<file path="src/rtl/cpu_types_pkg.sv">
// Shared CPU types for the pipeline front end: machine word, fetch FSM states, PC increment.
package cpu_types_pkg;
  typedef logic [31:0] word_t;
  typedef enum logic [1:0] {FETCH, HOLD, HALTED} fetch_state_t;
  localparam word_t PC_STEP = 32'd4;
endpackage

</file>
<file path="src/rtl/if_id_reg.sv">
// IF/ID pipeline register: bubble (zero, invalid) beats load; neither keeps the current contents.
module if_id_reg
  import cpu_types_pkg::*;
(
  input  logic  CLK,
  input  logic  RST,
  input  logic  load,
  input  logic  bubble,
  input  word_t ld_instr,
  input  word_t ld_pc,
  input  word_t ld_npc,
  output word_t instr,
  output word_t pc,
  output word_t npc,
  output logic  valid
);

  always_ff @(posedge CLK) begin
    if (RST || bubble) begin
      instr <= '0;
      pc    <= '0;
      npc   <= '0;
      valid <= 1'b0;
    end else if (load) begin
      instr <= ld_instr;
      pc    <= ld_pc;
      npc   <= ld_npc;
      valid <= 1'b1;
    end
  end

endmodule

</file>
<file path="src/rtl/fetch_stage.sv">
// Instruction fetch stage: PC, fetch FSM, one-entry skid buffer for a hit taken while held.
// Optional FETCH_PERF_CNT_EN adds saturating fetch_cnt / stall_cnt output ports.
module fetch_stage
  import cpu_types_pkg::*;
#(
  parameter word_t PC_INIT = 32'h0000_0000
) (
  input  logic  CLK,
  input  logic  RST,
  input  logic  ihit,
  input  word_t iload,
  output logic  iREN,
  output word_t iaddr,
  input  logic  stall,
  input  logic  flush_if,
  input  logic  pipe_en,
  input  logic  redirect,
  input  word_t redirect_pc,
  input  logic  halt,
  output word_t imemload_id,
  output word_t pc_id,
  output word_t npc_id,
  output logic  valid_id
`ifdef FETCH_PERF_CNT_EN
  ,
  output word_t fetch_cnt,
  output word_t stall_cnt
`endif
);

  fetch_state_t state, state_next;
  word_t        pc_p0, pc_next;
  word_t        hold_buf_p0;
  logic         hold, buf_we, ld, bub;
  word_t        ld_instr, ld_pc, ld_npc;

  assign hold  = stall | ~pipe_en;
  assign iREN  = (state == FETCH);
  assign iaddr = pc_p0;

  // Priority: halt, then redirect, then per-state fetch/hold/flush handling.
  always_comb begin
    state_next = state;
    pc_next    = pc_p0;
    buf_we     = 1'b0;
    ld         = 1'b0;
    bub        = 1'b0;
    ld_instr   = iload;
    ld_pc      = pc_p0;
    ld_npc     = pc_p0 + PC_STEP;
    if (halt) begin
      state_next = HALTED;
      bub        = 1'b1;
    end else if (state == HALTED) begin
      bub = 1'b1;
    end else if (redirect) begin
      state_next = FETCH;
      pc_next    = redirect_pc & ~32'd3;
      bub        = 1'b1;
    end else begin
      case (state)
        FETCH: begin
          if (!hold && flush_if) begin
            bub = 1'b1;
          end else if (ihit && !hold) begin
            ld      = 1'b1;
            pc_next = pc_p0 + PC_STEP;
          end else if (ihit) begin
            buf_we     = 1'b1;
            pc_next    = pc_p0 + PC_STEP;
            state_next = HOLD;
          end else if (!hold) begin
            bub = 1'b1;
          end
        end
        HOLD: begin
          if (!hold) begin
            state_next = FETCH;
            if (flush_if) begin
              bub     = 1'b1;
              pc_next = pc_p0 - PC_STEP;
            end else begin
              ld       = 1'b1;
              ld_instr = hold_buf_p0;
              ld_pc    = pc_p0 - PC_STEP;
              ld_npc   = pc_p0;
            end
          end
        end
        default: bub = 1'b1;
      endcase
    end
  end

  always_ff @(posedge CLK) begin
    if (RST) begin
      state <= FETCH;
      pc_p0 <= PC_INIT;
    end else begin
      state <= state_next;
      pc_p0 <= pc_next;
    end
  end

  // Skid buffer holds data only; its occupancy is implied by state == HOLD.
  always_ff @(posedge CLK) begin
    if (buf_we) hold_buf_p0 <= iload;
  end

  if_id_reg u_if_id (
    .CLK      (CLK),
    .RST      (RST),
    .load     (ld),
    .bubble   (bub),
    .ld_instr (ld_instr),
    .ld_pc    (ld_pc),
    .ld_npc   (ld_npc),
    .instr    (imemload_id),
    .pc       (pc_id),
    .npc      (npc_id),
    .valid    (valid_id)
  );

`ifdef FETCH_PERF_CNT_EN
  function automatic word_t sat_inc(input word_t v);
    return (v == 32'hFFFF_FFFF) ? v : v + 32'd1;
  endfunction

  always_ff @(posedge CLK) begin
    if (RST) begin
      fetch_cnt <= '0;
      stall_cnt <= '0;
    end else begin
      if (ld) fetch_cnt <= sat_inc(fetch_cnt);
      if (state == HOLD || (state == FETCH && hold)) stall_cnt <= sat_inc(stall_cnt);
    end
  end
`endif

endmodule

</file>
<file path="config.mk">
export PLATFORM = sky130hd
export DESIGN_NAME = fetch_stage
export DESIGN_NICKNAME = d
export VERILOG_FILES = /design/src/rtl/cpu_types_pkg.sv /design/src/rtl/if_id_reg.sv /design/src/rtl/fetch_stage.sv
export SDC_FILE = /design/constraint.sdc
export NUM_CORES = 1
export LEC_CHECK = 0
export ABC_AREA = 1
export CAP_MARGIN = 20
export CORE_MARGIN = 2
export CORE_UTILIZATION = 55
export CTS_BUF_LIST = sky130_fd_sc_hd__clkbuf_4 sky130_fd_sc_hd__clkbuf_8
export CTS_CLUSTER_DIAMETER = 120
export DETAILED_ROUTE_END_ITERATION = 10
export DONT_BUFFER_PORTS = 1
export HOLD_SLACK_MARGIN = 0.06
export PLACE_DENSITY = 0.78
export SKIP_LAST_GASP = 1
export SYNTH_ARGS = -nofsm -noshare
export SYNTH_HDL_FRONTEND = slang
export SYNTH_SLANG_ARGS = --single-unit
</file>
<file path="constraint.sdc">
create_clock -name CLK -period 4.3 [get_ports CLK]
set_clock_uncertainty 0.1 [all_clocks]
set_input_delay 0.86 -clock CLK [delete_from_list [all_inputs] [get_ports CLK]]
set_output_delay 0.86 -clock CLK [all_outputs]
set_load 0.03 [all_outputs]
</file>
==> results of run 1 <==
[power by group]
group / internal (mW) / switching, mW / total [mW]
registers: 1.54 / 0.128 / 1.67
clock network: 0.439 / 0.676 / 1.12
logic: 0.140 / 0.385 / 0.526
[how the worst max path moves through the flow]
stage | startpoint | end | slack [ps] | cells past startpoint
6_report | state[0] | u_if_id.npc[20] | 1390 | 8
5_1_grt | state[0] | u_if_id.instr[9] | 1180 | 8
4_1_cts | state[0] | u_if_id.instr[9] | 1400 | 8
3_5_place_dp | pipe_en | u_if_id.pc[6] | 1180 | 12
3_3_place_gp | pipe_en | u_if_id.pc[6] | 1210 | 12
2_1_floorplan | redirect | hold_buf_p0[0] | 60 | 7
[metrics by stage]
stage          std cells  power (mW)  hold WS, ps  cell area [µm²]
4_1_cts             1387        3.30          326             8790
2_1_floorplan       1243        2.06          370             8470
6_report            1387        3.31          342             8790
3_3_place_gp        1355        2.20          377             8390
5_1_grt             1387        3.44          327             8790
3_5_place_dp        1355        2.21          388             8390
[layout by cell type (no fill, tap or decap), types with 2 or more instances in the layout]
cell type,Yosys,routed
sky130_fd_sc_hd__ha_1,2,2
sky130_fd_sc_hd__nand3_1,108,108
sky130_fd_sc_hd__edfxtp_1,32,32
sky130_fd_sc_hd__o21ai_0,94,94
sky130_fd_sc_hd__inv_2,9,8
sky130_fd_sc_hd__clkinv_4,0,2
sky130_fd_sc_hd__a31oi_1,5,5
sky130_fd_sc_hd__nor2_4,4,4
sky130_fd_sc_hd__nand2_1,253,253
sky130_fd_sc_hd__clkbuf_8,0,17
sky130_fd_sc_hd__inv_6,0,3
sky130_fd_sc_hd__or2_2,3,3
sky130_fd_sc_hd__dfxtp_1,125,125
sky130_fd_sc_hd__o211ai_1,8,8
sky130_fd_sc_hd__nor3_1,7,6
sky130_fd_sc_hd__xor2_1,18,18
sky130_fd_sc_hd__buf_4,14,16
sky130_fd_sc_hd__a221oi_1,2,2
sky130_fd_sc_hd__nand4_1,11,11
sky130_fd_sc_hd__a211oi_1,3,3
sky130_fd_sc_hd__o21ai_1,70,70
sky130_fd_sc_hd__nand2_2,2,2
sky130_fd_sc_hd__nor2_1,160,160
sky130_fd_sc_hd__inv_1,59,59
sky130_fd_sc_hd__inv_8,0,3
sky130_fd_sc_hd__conb_1,1,6
sky130_fd_sc_hd__clkinv_8,0,5
sky130_fd_sc_hd__a21oi_1,162,162
[state kept, by name, indices dropped and copies added, names as in the netlist]
signal         count
u_if_id.instr     32
hold_buf_p0       32
state              2
u_if_id.valid      1
u_if_id.npc       30
u_if_id.pc        30
iaddr             30
[cell type report]
type	count	area share
timing repair buffer	16	0.0137
sequential	157	0.394
tap	188	0.0268
clock buffer	17	0.0266
multi-input combinational	926	0.490
inverter	68	0.0293
clock inverter	15	0.0195
[kinds of logic after synthesis]
logic type | share of synthesized area
and+or+nand+nor | 0.271
adders and majority gates | 0.00296
other | 0.000443
buffers and inverters | 0.0833
DFF | 0.410
xor gates and xnor gates | 0.0186
AOI/OAI and AO/OA | 0.214
[critical path, cell delays in order, from the launching register on]
cell                        delay, ps
sky130_fd_sc_hd__dfxtp_1          320
sky130_fd_sc_hd__buf_4            310
sky130_fd_sc_hd__nor2_1           260
sky130_fd_sc_hd__nand3_1          160
sky130_fd_sc_hd__o2111ai_2        340
sky130_fd_sc_hd__inv_2            610
sky130_fd_sc_hd__buf_4            430
sky130_fd_sc_hd__o21ai_1          130
sky130_fd_sc_hd__a31oi_1          140
[routing by layer]
layer,track usage,share of wire,routed length (µm)
met5,0,0,0
met4,0.139,0.034,987
met3,0.0876,0.12,3420
met2,0.516,0.44,12500
met1,0.474,0.41,11800
==> results.md, run 1 <==
- The tightest min-delay check is of the input pin to flip-flop type.
- The area taken by flip-flops and latches is 3460 µm².
- The worst register-to-register path ends at u_if_id.npc[20].
- Of the cells placed in the final design, the portion with a size suffix greater than 1 is 0.0567.
- The detail route stage leaves a number of antenna-violating nets equal to 0.
- Counting flops with a built-in enable in the synthesized netlist gives 32.
- For this run, the share of the core covered by cells in the final layout is 0.583.
- The worst path required time is 4590 ps.
- The via count of the first global-routing pass is 7503.
- The total half-perimeter wirelength after legalization and detailed placement is 20.6 mm.
- After floorplanning, the core was divided into 45 placement rows.
- Compared with the post-synthesis result, the final layout area differs by 4.00%.
- The horizontal die dimension is 128 µm.
- The number of violations of the max-capacitance limit is 0.
- The top flip-flop cell by instance count after synthesis is sky130_fd_sc_hd__dfxtp_1.
- Using the TritonRoute via totals, the vias-per-cell ratio works out to 6.12.
- Summing all multi-input logic gate instances after layout gives 4310 µm².
- The number of cells traversed by the worst hold path is 1.
- Routability-driven placement finished with a final weighted congestion of just over 1.
- The worst-case clock buffer depth is 2.
- Ranked by total cell area, the synthesized netlist is headed by sky130_fd_sc_hd__dfxtp_1 30%, sky130_fd_sc_hd__edfxtp_1 11%, sky130_fd_sc_hd__nand2_1 11%, sky130_fd_sc_hd__a21oi_1 9.6%, sky130_fd_sc_hd__nor2_1 7.1%.
- The routed wire length is 28.7 mm.
- The number of storage elements in the synthesis netlist is 157.
- The count of endpoints failing setup in the final report is 0.
- The endpoint class of the critical path is a flip-flop.
- The buffer type at the clock tree root is sky130_fd_sc_hd__clkbuf_8.
- In this run the tightest slew margin relative to its limit is 0.443.
- The largest total area in the synthesized netlist belongs to sky130_fd_sc_hd__dfxtp_1.
- Setup repair after global routing left no endpoint under its margin.
- The layout filler cell count is 1444.
- The die area is about 16000 µm².
- The proportion of netlist area held by the largest area contributor is 0.296.
- The count of buffers added on input and output ports is 0.
- The critical setup path kind is flip-flop to flip-flop.
- The antenna diode count is 0.
- The largest fanout on the critical path is 43.
- The leakage dissipation is 3.31 nW.
- Summed over all failing endpoints, the final setup total negative slack is 0 ps.
- At the worst endpoint, the arrival time is 3200 ps.
- TritonCTS built the clock tree.
- The power density over cell area is between 300 and 400 nW/µm².
- The number of instances in the synthesized netlist is 1238.
- The part of the Yosys area used for sequential elements is 0.410.
- Pin placement for this block handled 202 I/O pins.
- In the synthesized netlist, the cells that appear most often are 253 x sky130_fd_sc_hd__nand2_1, 162 x sky130_fd_sc_hd__a21oi_1, 160 x sky130_fd_sc_hd__nor2_1, 125 x sky130_fd_sc_hd__dfxtp_1, 108 x sky130_fd_sc_hd__nand3_1.
- Entering global routing, the biggest net connects 47 pins.
- In the global route stage, overall resource usage came out at 0.344.
- CTS saw 157 sinks.
- Measured along the y axis, the die boundary spans 128 µm.
- The count of final hold-check violations is 0.
- The net count of the finished layout is between 1000 and 1500.
- Of all flip-flops after synthesis, the portion carrying an async set or reset was 0.
- The worst-case reg-to-reg path depth is 8.
- The category of the worst setup path launch point is a flip-flop.
- The post-route DRC violation count is 0.
- The post-synthesis instance area is 8460 µm².
- The distinct cell type count of the synthesized netlist is 36.
- The clock input transition at the sequential cells of the worst setup and hold paths is between 100 and 150 ps.
- A synthesized cell averages approximately 6.8 µm².
- For this design, the CTS-stage hold fixing added 0 buffers.
- The number of synthesis warnings is 0.
- The source of the worst register-to-register timing path is state[0].
- The first detailed-routing pass took 5 iterations.
- Static timing analysis puts the maximum clock frequency at 344 MHz.
- After clock tree synthesis, the repair step resized 0 gates.
- The measured slew at the worst slew-check pin is approximately 830 ps.
- The origin of the worst min-delay path is RST.
- The endpoint of the worst hold-timing path is iaddr[18].
- Post-CTS timing repair inserted 0 buffers for setup.
- The most frequent cell after synthesis is sky130_fd_sc_hd__nand2_1.
- The max-slew violation count is 0.
- The detailed-route via count is 8493.
- The final setup slack of the worst path is 1390 ps.
- The final routed wire length divided by cell count is roughly 21 µm.
- Global routing finished with a remaining overflow of 0.
- For flop-to-flop paths, the worst setup slack is 1390 ps.
- The clock latency reported for the late side of the worst-skew pair is ~470 ps.
- The iteration-0 DRC count of the detailed router is 909.
- The run finished with clean final reports.
- The deepest level of the CTS H-tree is 4.
- The clock period could shrink to 2910 ps.
- The number of buffers created by CTS is 17.
- The first global-routing pass estimated 43.0 mm of wire.
- The worst setup timing slack at the placement stage is 1180 ps.
- The initial utilization of the core area, before any placement, comes to 0.560.
- The share of the cycle needed by the critical path after routing is 0.676.
- The worst vdd rail ir drop is 0.193 mV.
- The number of antenna violations at the first check in global routing is 0.
- The core box area is 15100 µm².
Note: power is estimated with default switching activity, not from simulation.
==> run 2, diff against run 1 <==
- PLACE_DENSITY: 0.78 -> 0.75
- clock period: 4.3 -> 2.9 ns (I/O delays scaled with it)
==> run 2 against run 1 <==
Register-to-register slack worse by 920 ps. Non-clock buffer count rose by 19. Global-route usage increased by 0.65 points. Count of clock-buffer cells in the layout up 1. Maximum frequency increased by 20%. Sequential share of layout area decreased by 1.2 points. Clock power up 63%. Critical path depth fell by 2. Combinational power increased by 63%. First-iteration DRC count rose by 2.3%. Flip-flop and latch count is the same. Critical endpoint is now u_if_id.npc[8]. Largest cell class unchanged.
==> results.md, run 2 (synthesized netlist as in run 1, its figures left out) <==
- STA classifies the critical path endpoint as a flip-flop.
- The via count of the first global-routing pass was 7654 (+2.0%).
- The worst path required time is 3150 ps (-1440 ps).
- The layout filler cell count is 1480 (+2.5%).
- The share of the cycle needed by the critical path after routing came to 0.837 (+0.161).
- The die height is 128 µm (unchanged).
- The count of endpoints failing setup in the final report was 0 (unchanged).
- The worst setup timing slack at the placement stage came to 523 ps (-653 ps).
- The number of hold-repair buffers added at the cts stage is 1 (+1).
- The clock latency reported for the late side of the worst-skew pair is 460 ps (about the same).
- The proportion of power drawn by flip-flops and latches is 0.476 (-0.028).
- The aggregate global routing overflow came to 0 (unchanged).
- The total half-perimeter wirelength after legalization and detailed placement was 20.9 mm (+1.7%).
- The buffer type at the clock tree root is sky130_fd_sc_hd__clkbuf_8.
- The largest registers in the layout are hold_buf_p0 (32), u_if_id.instr (32).
- The number of violations of the max-capacitance limit is 0 (unchanged).
- The critical path's slowest cell is sky130_fd_sc_hd__dfxtp_1.
- The total met3 wirelength after detailed routing came to 3.34 mm (-2.4%).
- The antenna diode count is 0 (unchanged).
- The post-route DRC violation count is 0 (unchanged).
- The iteration-0 DRC count of the detailed router is 930 (+2.3%).
- The power density over cell area is 564 nW/µm² (+50%).
- The library cell used most frequently in the layout, excluding fill and tap cells, is sky130_fd_sc_hd__nand2_1.
- The biggest cell delay along the critical path is 810 ps (+200 ps).
- The area used by multi-input combinational logic is 4320 µm² (+0.14%).
- The measured slew at the worst slew-check pin came to 763 ps (-71.4 ps).
- The wire length the detailed router placed on met1 was 12.2 mm (+3.6%).
- Setup repair after global routing left no endpoint under its margin.
- The largest fanout on the critical path was 12 (-72%).
- The length of the first detailed-routing pass in iterations is 5 (unchanged).
- The via-per-instance ratio was 6.06 (-0.96%).
- The summed negative setup slack over all endpoints is 0 ps (unchanged).
- In this run the top signal layer used is met4.
- The total chip power is 5.11 mW (+55%).
- The die area is 16400 µm² (unchanged).
- The net count of the finished layout is 1279 (+1.5%).
- The leakage dissipation is 3.45 nW (+4.3%).
- By instance count, the cell type seen most on the critical path is sky130_fd_sc_hd__nor2_1.
- The number of buffers created by CTS is 17 (unchanged).
- On the critical path the largest part of the delay comes from flip-flops.
- The worst setup path is launched from a flip-flop.
- The worst-case clock buffer depth is 2 (unchanged).
- The flow ran to the end, and the final reports show no timing, DRC or antenna violations.
- The horizontal die dimension is 128 µm (unchanged).
- The row count came to 45 (unchanged).
- The headroom to the max-slew limit came to 0.491 (+0.0478).
- The detailed-route via count was 8527 (+0.40%).
- The core box area is 15100 µm² (unchanged).
- The number of clock sinks seen by CTS is 157 (unchanged).
- The number of gates resized after cts is 0 (unchanged).
- The proportion of layout cells with a drive suffix above 1 is 0.0706 (+0.0139).
- The number of port buffers was 0 (unchanged).
- The switching power of the nets is 1.70 mW (+43%).
- The internal power component was 3.41 mW (+61%).
- The number of top-level pins is 202 (unchanged).
- The total global-route track usage came to 0.350 (+0.00654).
- The maximum number of pins on one net before global-route repair is 50 (+6.4%).
- The min-delay analysis places its worst path in the category input pin to flip-flop.
- The final RePlAce weighted congestion is 1.02 (about the same).
- The number of antenna violations at the first check in global routing is 0 (unchanged).
- TritonCTS built the clock tree.
- Relative to the synthesized area, the layout overhead comes to 7.21%.
- The count of final hold-check violations is 0 (unchanged).
- In the layout the commonest cells are 253 x sky130_fd_sc_hd__nand2_1, 162 x sky130_fd_sc_hd__a21oi_1, 160 x sky130_fd_sc_hd__nor2_1.
- The switching part of the total power is 0.332 (-0.0272).
- Traced cell by cell, the critical path runs through nand2_1 -> nor3_1 -> xor2_1 -> nor2_1 -> a211oi_1 -> nor2_1.
- The critical setup path kind is flip-flop to flip-flop.
- The final setup slack of the worst path came to 473 ps (-921 ps).
- The routed wire length is 29.2 mm (+1.6%).
- The fmax is 412 MHz (+20%).
- The clock input transition at the sequential cells of the worst setup and hold paths came to 90 ps (-20 ps).
- The worst vdd rail ir drop is 0.318 mV (+65%).
- The clock period minus worst slack was 2430 ps (-479 ps).
- The global-route wire length before repair came to 43.4 mm (+0.96%).
- The initial standard-cell utilization of the core is 0.560 (unchanged).
- The count of buffers added by post-CTS timing repair for setup is 0 (unchanged).
- The count of buffering cells on the critical path with inverters included is 0 (-3).
- The area taken by flip-flops and latches came to 3460 µm² (unchanged).
- The final routed wire length divided by cell count is 20.7 µm (+0.25%).
- The part of the total power dissipated in the clock network is 0.356 (+0.019).
- The max-slew violation count is 0 (unchanged).
- The number of antenna-violating nets in the routed design came to 0 (unchanged).
- The routed wire length on met2 is 12.7 mm (+1.6%).
- The deepest level of the CTS H-tree is 4 (unchanged).
- The portion of total power attributed to combinational logic is 0.168 (+0.009).
- The data arrival time at the worst-slack endpoint is 2680 ps (-520 ps).
-- run 2: final cells by class --
class,count,area share
inverter,68,0.0284
sequential,157,0.382
clock buffer,18,0.0266
clock inverter,14,0.0217
timing repair buffer,35,0.0389
multi-input combinational,926,0.476
tap,188,0.0259
-- run 2: metal layers --
metal,GRT usage,up-vias
li1,-,4101
met1,0.483,3899
met2,0.527,473
met3,0.0922,54
met4,0.138,0
met5,0,-
-- run 2: path summary, 6_finish.rpt --
check                       from          endpoint  slack [ps]  depth (start not counted)
setup / recovery        iaddr[4]    u_if_id.npc[8]         470                          6
hold / removal               RST         iaddr[24]          80                          1
setup reg to reg        iaddr[4]    u_if_id.npc[8]         470                          6
hold reg to reg   hold_buf_p0[0]  u_if_id.instr[0]         410                          2
-- run 2: through the flow --
step / std cells / util / hold WS [ps] / area (µm²)
2_1_floorplan: 1243 / - / 370 / 8490
3_5_place_dp: 1373 / 0.571 / 387 / 8620
4_1_cts: 1406 / 0.601 / 60.3 / 9060
6_report: 1406 / 0.601 / 77.6 / 9060
5_1_grt: 1406 / 0.601 / 60.9 / 9060
3_3_place_gp: 1373 / 0.571 / 378 / 8620
-- run 2: power by group through the flow --
| stage | clock network, mW | logic, mW | registers [mW] |
|---|---|---|---|
| detailed placement | 0 | 0.832 | 2.48 |
| CTS | 1.84 | 0.840 | 2.43 |
| global placement | 0 | 0.828 | 2.48 |
| finish | 1.82 | 0.859 | 2.44 |
| floorplan | 0 | 0.626 | 2.43 |
| global route | 1.93 | 0.941 | 2.44 |
